### src/rtl/pill_bottler_if.sv
// Bundle of operator controls, sensor/conveyor signals and status outputs
// for the pill bottling controller. The controller takes the slave modport;
// whatever drives the controls takes the master modport.
interface pill_bottler_if #(
    parameter int PILL_W   = 6,
    parameter int COUNT_W  = 10,
    parameter int BOTTLE_W = 8
);
    logic [PILL_W-1:0]   pillc;
    logic [BOTTLE_W-1:0] nbottles;
    logic                start;
    logic                stop;
    logic                pill_in;
    logic                bottle_rdy;
    logic                gate;
    logic                advance;
    logic [COUNT_W-1:0]  countp;
    logic [BOTTLE_W-1:0] bottles;
    logic                busy;
    logic                done;

    modport master (
        output pillc, nbottles, start, stop, pill_in, bottle_rdy,
        input  gate, advance, countp, bottles, busy, done
    );

    modport slave (
        input  pillc, nbottles, start, stop, pill_in, bottle_rdy,
        output gate, advance, countp, bottles, busy, done
    );
endinterface

### src/rtl/pill_bottler.sv
// Pill bottling controller: fills a batch of bottles with a programmable
// number of pills each, opens the gate while filling, pulses the conveyor
// advance after every bottle and keeps a running total of dispensed pills.
// All outputs are registered copies of the state being entered.
module pill_bottler #(
    parameter int PILL_W   = 6,
    parameter int COUNT_W  = 10,
    parameter int BOTTLE_W = 8,
    parameter int SAT      = 0
) (
    input  logic           clk,
    input  logic           rst,
    pill_bottler_if.slave  bus
);

    typedef enum logic [2:0] {
        IDLE        = 3'd0,
        WAIT_BOTTLE = 3'd1,
        FILL        = 3'd2,
        ADVANCE     = 3'd3,
        DONE        = 3'd4
    } state_t;

    state_t              state_q, state_d;
    logic                armed_q, armed_d;       // edge detector valid only after the first post-reset edge
    logic                start_q, start_d;       // previous start level
    logic                go_q, go_d;             // qualified start edge, acted on one cycle later
    logic [PILL_W-1:0]   target_q, target_d;
    logic [BOTTLE_W-1:0] nbot_q, nbot_d;
    logic [PILL_W-1:0]   fill_q, fill_d;
    logic                stop_lat_q, stop_lat_d;
    logic [COUNT_W-1:0]  countp_q, countp_d;
    logic [BOTTLE_W-1:0] bottles_q, bottles_d;
    logic                gate_q, gate_d;
    logic                advance_q, advance_d;
    logic                busy_q, busy_d;
    logic                done_q, done_d;

    logic                start_rise;
    logic [PILL_W-1:0]   fill_inc;
    logic [BOTTLE_W-1:0] bottles_inc;
    logic [COUNT_W-1:0]  countp_inc;

    // Start edge detection; a start already high when reset releases is not an edge.
    always_comb begin
        start_rise  = armed_q & bus.start & ~start_q;
        fill_inc    = fill_q + 1'b1;
        bottles_inc = bottles_q + 1'b1;
        if ((SAT != 0) && (countp_q == {COUNT_W{1'b1}})) begin
            countp_inc = countp_q;
        end else begin
            countp_inc = countp_q + 1'b1;
        end
    end

    // Next-state, datapath and registered-output computation.
    always_comb begin
        state_d    = state_q;
        armed_d    = 1'b1;
        start_d    = bus.start;
        go_d       = 1'b0;
        target_d   = target_q;
        nbot_d     = nbot_q;
        fill_d     = fill_q;
        stop_lat_d = stop_lat_q;
        countp_d   = countp_q;
        bottles_d  = bottles_q;

        // Settings are captured on the qualifying edge; the batch starts on the following edge.
        if ((state_q == IDLE) && start_rise && (bus.pillc != '0)) begin
            go_d     = 1'b1;
            target_d = bus.pillc;
            nbot_d   = bus.nbottles;
        end

        if ((state_q != IDLE) && bus.stop) begin
            stop_lat_d = 1'b1;
        end

        case (state_q)
            IDLE: begin
                if (go_q) begin
                    state_d    = WAIT_BOTTLE;
                    bottles_d  = '0;
                    fill_d     = '0;
                    stop_lat_d = 1'b0;
                end
            end
            WAIT_BOTTLE: begin
                if (stop_lat_q) begin
                    state_d = DONE;
                end else if (bus.bottle_rdy) begin
                    state_d = FILL;
                end
            end
            FILL: begin
                // Once the gate is open the bottle is committed; bottle_rdy is not rechecked.
                if (bus.pill_in) begin
                    fill_d   = fill_inc;
                    countp_d = countp_inc;
                    if (fill_inc == target_q) begin
                        state_d = ADVANCE;
                    end
                end
            end
            ADVANCE: begin
                bottles_d = bottles_inc;
                fill_d    = '0;
                if ((nbot_q != '0) && (bottles_inc == nbot_q)) begin
                    state_d = DONE;
                end else if (stop_lat_q) begin
                    state_d = DONE;
                end else begin
                    state_d = WAIT_BOTTLE;
                end
            end
            DONE: begin
                state_d = IDLE;
            end
            default: begin
                state_d = IDLE;
            end
        endcase

        gate_d    = (state_d == FILL);
        advance_d = (state_d == ADVANCE);
        busy_d    = (state_d != IDLE);
        done_d    = (state_d == DONE);
    end

    // State and output registers with asynchronous reset.
    always_ff @(posedge clk or posedge rst) begin
        if (rst) begin
            state_q    <= IDLE;
            armed_q    <= 1'b0;
            start_q    <= 1'b0;
            go_q       <= 1'b0;
            target_q   <= '0;
            nbot_q     <= '0;
            fill_q     <= '0;
            stop_lat_q <= 1'b0;
            countp_q   <= '0;
            bottles_q  <= '0;
            gate_q     <= 1'b0;
            advance_q  <= 1'b0;
            busy_q     <= 1'b0;
            done_q     <= 1'b0;
        end else begin
            state_q    <= state_d;
            armed_q    <= armed_d;
            start_q    <= start_d;
            go_q       <= go_d;
            target_q   <= target_d;
            nbot_q     <= nbot_d;
            fill_q     <= fill_d;
            stop_lat_q <= stop_lat_d;
            countp_q   <= countp_d;
            bottles_q  <= bottles_d;
            gate_q     <= gate_d;
            advance_q  <= advance_d;
            busy_q     <= busy_d;
            done_q     <= done_d;
        end
    end

    assign bus.gate    = gate_q;
    assign bus.advance = advance_q;
    assign bus.countp  = countp_q;
    assign bus.bottles = bottles_q;
    assign bus.busy    = busy_q;
    assign bus.done    = done_q;

endmodule

### src/flat_wrapper.sv
// flat-port wrapper written by rule: the top's interface ports become plain ports
module pill_bottler_flat 
#(
    parameter int PILL_W   = 6,
    parameter int COUNT_W  = 10,
    parameter int BOTTLE_W = 8,
    parameter int SAT      = 0
)
  (clk, rst, bus_pillc, bus_nbottles, bus_start, bus_stop, bus_pill_in, bus_bottle_rdy, bus_gate, bus_advance, bus_countp, bus_bottles, bus_busy, bus_done);
  pill_bottler_if #(.PILL_W(PILL_W), .COUNT_W(COUNT_W), .BOTTLE_W(BOTTLE_W)) bus_i ();
  input  logic clk;
  input  logic rst;
  input wire logic [$bits(bus_i.pillc)-1:0] bus_pillc;
  input wire logic [$bits(bus_i.nbottles)-1:0] bus_nbottles;
  input wire logic [$bits(bus_i.start)-1:0] bus_start;
  input wire logic [$bits(bus_i.stop)-1:0] bus_stop;
  input wire logic [$bits(bus_i.pill_in)-1:0] bus_pill_in;
  input wire logic [$bits(bus_i.bottle_rdy)-1:0] bus_bottle_rdy;
  output wire logic [$bits(bus_i.gate)-1:0] bus_gate;
  output wire logic [$bits(bus_i.advance)-1:0] bus_advance;
  output wire logic [$bits(bus_i.countp)-1:0] bus_countp;
  output wire logic [$bits(bus_i.bottles)-1:0] bus_bottles;
  output wire logic [$bits(bus_i.busy)-1:0] bus_busy;
  output wire logic [$bits(bus_i.done)-1:0] bus_done;
  assign bus_i.pillc = bus_pillc;
  assign bus_i.nbottles = bus_nbottles;
  assign bus_i.start = bus_start;
  assign bus_i.stop = bus_stop;
  assign bus_i.pill_in = bus_pill_in;
  assign bus_i.bottle_rdy = bus_bottle_rdy;
  assign bus_gate = bus_i.gate;
  assign bus_advance = bus_i.advance;
  assign bus_countp = bus_i.countp;
  assign bus_bottles = bus_i.bottles;
  assign bus_busy = bus_i.busy;
  assign bus_done = bus_i.done;
  pill_bottler #(.PILL_W(PILL_W), .COUNT_W(COUNT_W), .BOTTLE_W(BOTTLE_W), .SAT(SAT)) u_core (.clk(clk), .rst(rst), .bus(bus_i));
endmodule
### config.mk
export PLATFORM = sky130hd
export DESIGN_NAME = pill_bottler_flat
export DESIGN_NICKNAME = d
export VERILOG_FILES = /design/src/rtl/pill_bottler_if.sv /design/src/rtl/pill_bottler.sv /design/src/flat_wrapper.sv
export SDC_FILE = /design/constraint.sdc
export NUM_CORES = 1
export LEC_CHECK = 0
export CORE_ASPECT_RATIO = 1.2
export CORE_UTILIZATION = 52
export DETAILED_ROUTE_END_ITERATION = 6
export PLACE_DENSITY = 0.84
export SKIP_LAST_GASP = 1
export SYNTH_ARGS = -nofsm -noshare
export SYNTH_HDL_FRONTEND = slang
export SYNTH_SLANG_ARGS = --single-unit
### constraint.sdc
create_clock -name clk -period 2.5 [get_ports clk]
set_clock_uncertainty 0.05 [all_clocks]
set_input_delay 0.5 -clock clk [delete_from_list [all_inputs] [get_ports clk]]
set_output_delay 0.5 -clock clk [all_outputs]
set_load 0.05 [all_outputs]
After elaboration in Yosys (flattened, before gate mapping)
Index checks and enable logic that the tools add are counted.
{ "classes": {"addsub": 3, "n_mul": 0, "n_div": 0, "magnitude_cmp": 0, "n_eq_ne": 10, "shift": 0, "mux": 17, "bitwise_logic": 3, "reduce_logical": 14} }
{ "op_table": {"columns": ["op", "count"], "rows": [
  ["$mux 3", 7],
  ["$pmux 6 s3", 1],
  ["$pmux 8 s2", 1],
  ["$eq 3x2->1 const B", 4],
  ["$mux 6", 2],
  ["$pmux 3 s4", 1],
  ["$add 10x1->10 const B", 1],
  ["$reduce_bool 3->1", 3],
  ["$add 8x1->8 const B", 1],
  ["$eq 8x8->1", 1],
  ["$mux 8", 1],
  ["$reduce_bool 8->1", 1],
  ["$add 6x1->6 const B", 1],
  ["$eq 6x6->1", 1],
  ["$reduce_bool 6->1", 1],
  ["$logic_and 1x1->1", 4],
  ["$mux 1", 4],
  ["$reduce_and 2->1", 2],
  ["$eq 3x1->1 const B", 1],
  ["$eq 3x3->1 const B", 1],
  ["$logic_not 3->1", 1],
  ["$reduce_and 3->1", 1],
  ["$and 1x1->1", 2],
  ["$ne 2x1->1 const B", 1],
  ["other kinds (3)", 3]
]} }
{ "totals": {"register_bits": 49, "latchBits": 0, "ram_bits": 0, "mem_bits_ro": 0, "input_bits": 20, "word_cells": 61, "mem_count": 0} }

Depth between registers and ports, before layout
Gate-level depths: netlist (run 1).
{ "depth": {"word_depth": 6, "ltp_mapped": 7} }

Least setup slack after synthesis (run 1)
OpenSTA, ideal clock, no wires.
{ "synth_timing": {"kind": "flip-flop to flip-flop", "from": "reg u_core.bottles_q[0], in the netlist u_core.bus.bottles[0]", "to": "reg u_core.done_q, in the netlist u_core.bus.done", "arrival_ns": 1.924, "required_time_ns": 2.384, "path_slack_ns": 0.460, "path_stages_with_launch": 7, "path_buffers": 0, "period_less_slack_ns": 2.040, "cell_sequence": "dfrtp_1 ha_1 nand3_1 nor3b_1 o221ai_1 nor3_2 a22o_1"} }
{ "synth_via": {"elab_chain_cells": 6} }
{ "synth_lines": {"columns": ["item", "line_no", "source"], "rows": [
  ["start, declared", "pill_bottler.sv:33", "logic [BOTTLE_W-1:0] bottles_q, bottles_d;"],
  ["start signal, assigned", "pill_bottler.sv:158", "bottles_q <= bottles_d;"],
  ["$add 8x1->8", "pill_bottler.sv:48", "bottles_inc = bottles_q + 1'b1;"],
  ["$eq 8x8->1", "pill_bottler.sv:109", "if ((nbot_q != '0) && (bottles_inc == nbot_q)) begin"],
  ["$logic_and 1x1->1", "pill_bottler.sv:109", null],
  ["$mux 3", "pill_bottler.sv:109", null],
  ["$pmux 3 s4", "pill_bottler.sv:80", "case (state_q)"],
  ["$eq 3x3->1", "pill_bottler.sv:128", "done_d = (state_d == DONE);"],
  ["via u_core.done_d", "pill_bottler.sv:37", "logic done_q, done_d;"],
  ["end signal, assigned", "pill_bottler.sv:162", "done_q <= done_d;"],
  ["end, declared", "pill_bottler.sv:37", null]
]} }
The timed path passes the listed nets, and every way through them passes these cells.
A chain may end at the register's enable or synchronous reset.

Final worst setup path (run 1)
{ "layout_timing": {"from": "reg u_core.bottles_q[5], in the netlist u_core.bus.bottles[5]", "to": "out bus_bottles[5]"} }
{ "layout_rtl": {"columns": ["item", "line_no", "source"], "rows": [
  ["end, declared", "flat_wrapper.sv:22", "output wire logic [$bits(bus_i.bottles)-1:0] bus_bottles;"]
]} }
No word-level cell between the ends.

==> results of run 1 <==
per-layer routing:
layer | part of all wire, % | wire length (um) | GRT usage [%] | vias to the layer above
met2 | 48 | 2200 | 33.3 | 38
met1 | 46 | 2120 | 27.5 | 853
met3 | 3.2 | 146 | 5.06 | 11
li1 | - | - | - | 841
met4 | 2.3 | 106 | 8.67 | 0
met5 | 0 | 0 | 0 | -
cell families after synthesis:
group | count (synthesis) | share of synthesized area (%)
xor gates and xnor gates | 31 | 11.7
buffers and inverters | 8 | 2.05
DFF | 49 | 50.3
other | 1 | 0.154
AOI/OAI and AO/OA | 38 | 11.0
and+or+nand+nor | 62 | 15.4
muxes | 17 | 7.81
adders and majority gates | 3 | 1.54
cells in the mapped netlist, types with 2 or more instances:
library cell  instances  area, um^2
nand3_1               7        35.0
a21oi_1               2        10.0
and4_4                2        22.5
nor2_1                6        22.5
and3_1                4        25.0
and2_1                5        31.3
mux2_2                7        78.8
a31oi_1               2        12.5
nand4_1               2        12.5
nand2_1              13        48.8
buf_2                 3        15.0
nand3_2               2        20.0
dfrtp_1              49        1230
nor3_2                2        20.0
o21ai_0              11        55.1
ha_1                  3        37.5
nor2b_1               5        31.3
o41ai_1               2        17.5
nor4_1                3        18.8
o31ai_1               3        22.5
xnor2_1              19         166
buf_6                 2        22.5
a22o_1                7        61.3
xor2_1               11        96.3
or4_1                 2        15.0
mux2_1                9         101
a21o_1                3        22.5
final cells by class:
cell class	count	area, um^2
fill	330	1410
sequential	49	1230
multi-input combinational	152	1160
timing repair buffer	45	440
tap	56	70.1
clock buffer	5	68.8
clock inverter	3	17.5
inverter	1	3.75
stage by stage:
step	std cells	cell area (um^2)	setup slack, ns	util, %	power (mW)
after floorplan	209	2440	0.460	-	1.90
after global placement	303	2900	0.175	66.0	2.13
after detailed placement	303	2900	0.118	66.0	2.17
after CTS	311	2990	0.236	68.0	2.63
after global routing	311	2990	0.173	68.0	2.77
final	311	2990	0.239	68.0	2.61
sequential cells by signal, summed over array words and instances, names as in the netlist:
name                flops
u_core.armed_q          1
u_core.bus.advance      1
u_core.bus.bottles      8
u_core.bus.busy         1
u_core.bus.countp      10
u_core.bus.done         1
u_core.bus.gate         1
u_core.fill_q           6
u_core.go_q             1
u_core.nbot_q           8
u_core.start_q          1
u_core.state_q          3
u_core.stop_lat_q       1
u_core.target_q         6
path summary, 6_finish.rpt:
kind	start	to	depth (start not counted)
worst max-delay path	u_core.bus.bottles[5]	bus_bottles[5]	1
worst min-delay path	u_core.bus.countp[9]	u_core.bus.countp[9]	1
worst max register to register	u_core.state_q[2]	u_core.nbot_q[4]	4
worst min register to register	u_core.bus.countp[9]	u_core.bus.countp[9]	1
max in group asynchronous	rst	u_core.target_q[2]	3
min in group asynchronous	rst	u_core.fill_q[2]	2
power by group through the flow:
stage	Sequential, mW	Combinational (mW)	Clock (mW)
floorplan	1.31	0.586	0
global placement	1.20	0.927	0
detailed placement	1.21	0.958	0
CTS	1.20	0.962	0.467
global route	1.23	1.04	0.494
finish	1.20	0.952	0.456
==> impl_results.md, run 1 <==
* Hold Vio Cnt, Final at 0
* Cell Area, Synth at 2440 um^2
* Crit Path Category: reg2out
* CTS sink cnt at 49
* Clock buffer depth at 2
* Starting Density at 55.5%
* Wire length per cell at 14.7 um
* EDFF count, synth at 0
* Switching power at 955 uW
* Post-DP HPWL at 3380 um
* Critical Path Sink Type: output pin
* Final Max Tran Viols at 0
* Gate Count Post-Synth at 209
* Ys async rst share at 100%
* Critical Path Slowest Stage Cell: clkdlybuf4s50_1
* Num rows at 26
* Vias in the first global route at 1722
* Top FF cell, synth: dfrtp_1
* Post-synthesis sequential area ratio at between 50 and 60%
* Power per cell area at 873 nW/um^2
* Peak VDD IR at 0.478 mV
* Relative slew margins at 46.8%
* Outcome: finished clean
* Total number of vias at around 1700
* Critical path's largest stage delay at 0.87 ns
* Via density at 5.60
* R2R Setup Slk at around 0.35 ns
* Comb pwr share at between 30% and 40%
* Nets at between 200 and 300
* Max H-tree Level at 2
* Drt drc at 0
* Fin Setup TNS at 0 ns
* Internal Power at 1.65 mW
* Largest net degree at the start of global routing at 22
* Syn_area_per_cell at 11.7 um^2
* Clock transition at path regs at around 0.09 ns
* Worst Max-Slew Pin Slew at about 0.80 ns
* Setup Viol. Count Final at 0
* Clock Tree Root: clkbuf_8
* Die area at approximately 5000 um^2
* MaxCap Viol Count at 0
* CTS tree: yes
* Antenna diodes at 0
* Yosys warns at 0
* Die H at 77.0 um
* Commonest non-fill, non-tap cell in the layout: dfrtp_1
* Total congestion overflow at 0
* I/O pin count at 42
* Period minus WS final at 2.26 ns
* Post-CTS setup repair buffer count at 0
* Fmax at 442 MHz
* Syn Nets at approximately 230
* Clk pwr share at 17.5%
* Worst Path Buf+Inv at 1
* Detail Route Antenna Nets at 0
* Sequential Power Share at 46.0%
* Hold Buf Count CTS at 0
* First DRT Iteration DRCs at between 70 and 80
* Crit path arrival time at 1.71 ns
* Cell family with most CP delay: buffers and inverters
* Final WL at 4570 um
* First-pass GRT wire length at about 8100 um
* Initial antenna violation count at 0
* Hold Path Class: reg2reg
* Clk Latency, worst-skew pair at 0.31 ns
* Area Growth Syn to Fin at 22.6%
* P_leak at 1.26 nW
* CP Launch Type: flop
* IO buf count at 41
* GRT Util Overall at 21.1%
* Layout cells sized above 1 at a little under an eighth
* CTS Buf Count at 5
* Post-CTS sizing at 0
* Crit path max fanout at 11
* RSZ-0062 raised after global routing: false
* Final period util at 90.4%
* Core Area at 4390 um^2
* First-pass DRT Iterations at 4
* Hold Slack at 0.423 ns
* Worst Path Required at 1.95 ns
* DIE WIDTH at 64.5 um
* Worst-path cell chain: clkdlybuf4s50_1
* Sw Ratio at between 30 and 40%
* Most frequent cells in the layout: dfrtp_1 (49), clkdlybuf4s50_1 (41), xnor2_1 (19)
* Post-synthesis register bit count at 49
* Distinct cells, synth at 50
* GPL Wtd Cong at 0.868
Note: power is estimated with default switching activity, not from simulation.
==> inputs of run 2 (changes only) <==
--- a/config.mk
+++ b/config.mk
@@ -6,9 +6,9 @@
 export NUM_CORES = 1
 export LEC_CHECK = 0
 export CORE_ASPECT_RATIO = 1.2
-export CORE_UTILIZATION = 52
+export CORE_UTILIZATION = 40
 export DETAILED_ROUTE_END_ITERATION = 6
-export PLACE_DENSITY = 0.84
+export PLACE_DENSITY = 0.68
 export SKIP_LAST_GASP = 1
 export SYNTH_ARGS = -nofsm -noshare
 export SYNTH_HDL_FRONTEND = slang
==> run 2 against run 1 <==
Maximum frequency increased by 0.45%. Count of clock-buffer cells in the layout up 1. Largest power group unchanged. Via count fell by 1.6%. Critical endpoint unchanged. Sequential share of layout area is 0.92 points lower. Critical path depth stayed put. Worst hold slack worse by 0.038 ns. Setup slack gained 0.010 ns. Largest cell class unchanged. Flip-flop and latch count did not move. Register-to-register slack improved by 0.03 ns. Global-route usage fell by 5.6 points. Die area is 29% higher. Cell area increased by 2.3%.
==> impl_results.md, run 2 (same netlist as run 1, synthesis figures left out) <==
* Critical path's largest stage delay at 0.87 ns (about the same)
* MaxCap Viol Count at 0 (unchanged)
* Starting Density at 42.1% (was 55.5%)
* CTS Buf Count at 5 (unchanged)
* Vias in the first global route at 1656 (was 1722)
* Relative slew margins at 48.1% (was 46.8%)
* Final period util at 90.0% (was 90.4%)
* CTS tree: yes (unchanged)
* Setup Viol. Count Final at 0 (unchanged)
* Antenna diodes at 0 (unchanged)
* GRT Util Overall at 15.4% (was 21.1%)
* Total congestion overflow at 0 (unchanged)
* CTS sink cnt at 49 (unchanged)
* Num rows at 30 (was 26)
* Storage cell area at 1230 um^2 (unchanged)
* Critical R2R Launch: u_core.state_q[2] (unchanged)
* Clock Tree Root: clkbuf_8 (unchanged)
* I/O pin count at 42 (unchanged)
* Final Max Tran Viols at 0 (unchanged)
* Commonest non-fill, non-tap cell in the layout: dfrtp_1 (unchanged)
* Max reg flops at 10 (unchanged)
* Power per cell area at 897 nW/um^2 (was 873 nW/um^2)
* Hold Path Class: in2async (was reg2reg)
* Cells after DPL at 326 (was 303)
* First DRT Iteration DRCs at 80 (was 79)
* IO buf count at 41 (unchanged)
* Worst-path cell chain: clkdlybuf4s50_1 (unchanged)
* Outcome: finished clean (unchanged)
* Worst Max-Slew Pin Slew at 0.778 ns (was 0.797 ns)
* Area Growth Syn to Fin at 25.4% (was 22.6%)
* First-pass DRT Iterations at 4 (unchanged)
* Via density at 5.13 (was 5.60)
* Non-Filler Instances at 334 (was 311)
* Clock transition at path regs at 0.09 ns (about the same)
* Final WL at 4460 um (was 4570 um)
* First-pass GRT wire length at 7510 um (was 8070 um)
* Max H-tree Level at 2 (unchanged)
* Critical Path Slowest Stage Cell: clkdlybuf4s50_1 (unchanged)
* Largest net degree at the start of global routing at 41 (was 22)
* Die area at 6410 um^2 (was 4960 um^2)
* CP Launch Type: flop (unchanged)
* Hold Vio Cnt, Final at 0 (unchanged)
* Crit path max fanout at 11 (unchanged)
* RSZ-0062 raised after global routing: false (unchanged)
* Critical Path Sink Type: output pin (unchanged)
* Wire length per cell at 13.3 um (was 14.7 um)
* Post-CTS setup repair buffer count at 0 (unchanged)
* Initial antenna violation count at 0 (unchanged)
* Fmax at 444 MHz (was 442 MHz)
* Period minus WS final at 2.25 ns (was 2.26 ns)
* DIE WIDTH at 73.2 um (was 64.5 um)
* Pre-CTS setup slack at 0.130 ns (was 0.118 ns)
* Minimum setup slack in the final design at 0.249 ns (was 0.239 ns)
* Total number of vias at 1715 (was 1743)
* Layout cells sized above 1 at 11.4% (was 11.8%)
* GPL Wtd Cong at 0.818 (was 0.868)
* Worst Path Required at 1.95 ns (about the same)
* Die H at 87.5 um (was 77.0 um)
* Post-CTS sizing at 0 (unchanged)
* Clk Latency, worst-skew pair at 0.30 ns (was 0.31 ns)
* Fin Setup TNS at 0 ns (unchanged)
* Worst Path Buf+Inv at 1 (unchanged)
* Peak VDD IR at 0.423 mV (was 0.478 mV)
* Detail Route Antenna Nets at 0 (unchanged)
* P_leak at 1.28 nW (was 1.26 nW)
* Drt drc at 0 (unchanged)
* Crit Path Category: reg2out (unchanged)
* Crit path launch: u_core.bus.bottles[5] (unchanged)
* Clock buffer depth at 2 (unchanged)
* Crit path arrival time at 1.70 ns (was 1.71 ns)
* Most frequent cells in the layout: dfrtp_1 (49), clkdlybuf4s50_1 (41), xnor2_1 (19) (unchanged)
* Hold Buf Count CTS at 0 (unchanged)
* Nets at 276 (was 277)
* Post-DP HPWL at 3320 um (was 3380 um)
* Core Area at 5780 um^2 (was 4390 um^2)
* Cell family with most CP delay: buffers and inverters (unchanged)
* # fillers at 552 (was 330)
* Multi-input gate area at 1160 um^2 (unchanged)
-- run 2: layout make-up --
cell class	instances	area share, %
timing repair buffer	44	14.6
sequential	49	40.1
multi-input combinational	152	38.0
clock inverter	2	1.23
tap	80	3.28
clock buffer	6	2.70
inverter	1	0.123
-- run 2: path summary, 6_finish.rpt --
path / to / slack, ns / cells after the start
worst max-delay path: bus_bottles[5] / 0.25 / 1
worst min-delay path: u_core.bus.bottles[4] / 0.38 / 2
worst max register to register: u_core.nbot_q[5] / 0.38 / 4
worst min register to register: u_core.bus.countp[9] / 0.42 / 1
max in group asynchronous: u_core.nbot_q[2] / 1.54 / 3
min in group clk: u_core.bus.countp[9] / 0.42 / 1
-- run 2: power breakdown --
| part | leakage (nW) | total [mW] | internal, mW | switching [mW] |
|---|---|---|---|---|
| Combinational | 0.581 | 0.958 | 0.466 | 0.492 |
| Sequential | 0.638 | 1.19 | 0.994 | 0.197 |
| Clock | 0.0574 | 0.593 | 0.325 | 0.267 |
-- run 2: per-layer routing --
layer	wire length, um	share of wire [%]	global-route usage, %	vias up
li1	-	-	-	836
met1	2140	48	20.5	841
met3	105	2.4	2.20	7
met4	80	1.8	8.02	0
met5	0	0	0	-
met2	2130	48	24.3	31
-- run 2: per-stage QoR --
stage | power (mW) | hold WS (ns) | utilization (%) | cell area [um^2]
finish | 2.74 | 0.385 | 52.9 | 3060
global route | 2.91 | 0.395 | 52.9 | 3060
CTS | 2.77 | 0.388 | 52.9 | 3060
detailed placement | 2.17 | 0.415 | 50.8 | 2940
global placement | 2.15 | 0.406 | 50.8 | 2940
floorplan | 1.90 | 0.381 | - | 2440
==> inputs of run 3 (changes only) <==
--- a/config.mk
+++ b/config.mk
@@ -9,7 +9,6 @@
 export CORE_UTILIZATION = 40
 export DETAILED_ROUTE_END_ITERATION = 6
 export PLACE_DENSITY = 0.68
-export SKIP_LAST_GASP = 1
 export SYNTH_ARGS = -nofsm -noshare
 export SYNTH_HDL_FRONTEND = slang
 export SYNTH_SLANG_ARGS = --single-unit
==> results of run 3 <==
Final layout, timing and power as in run 2 (identical DEF).
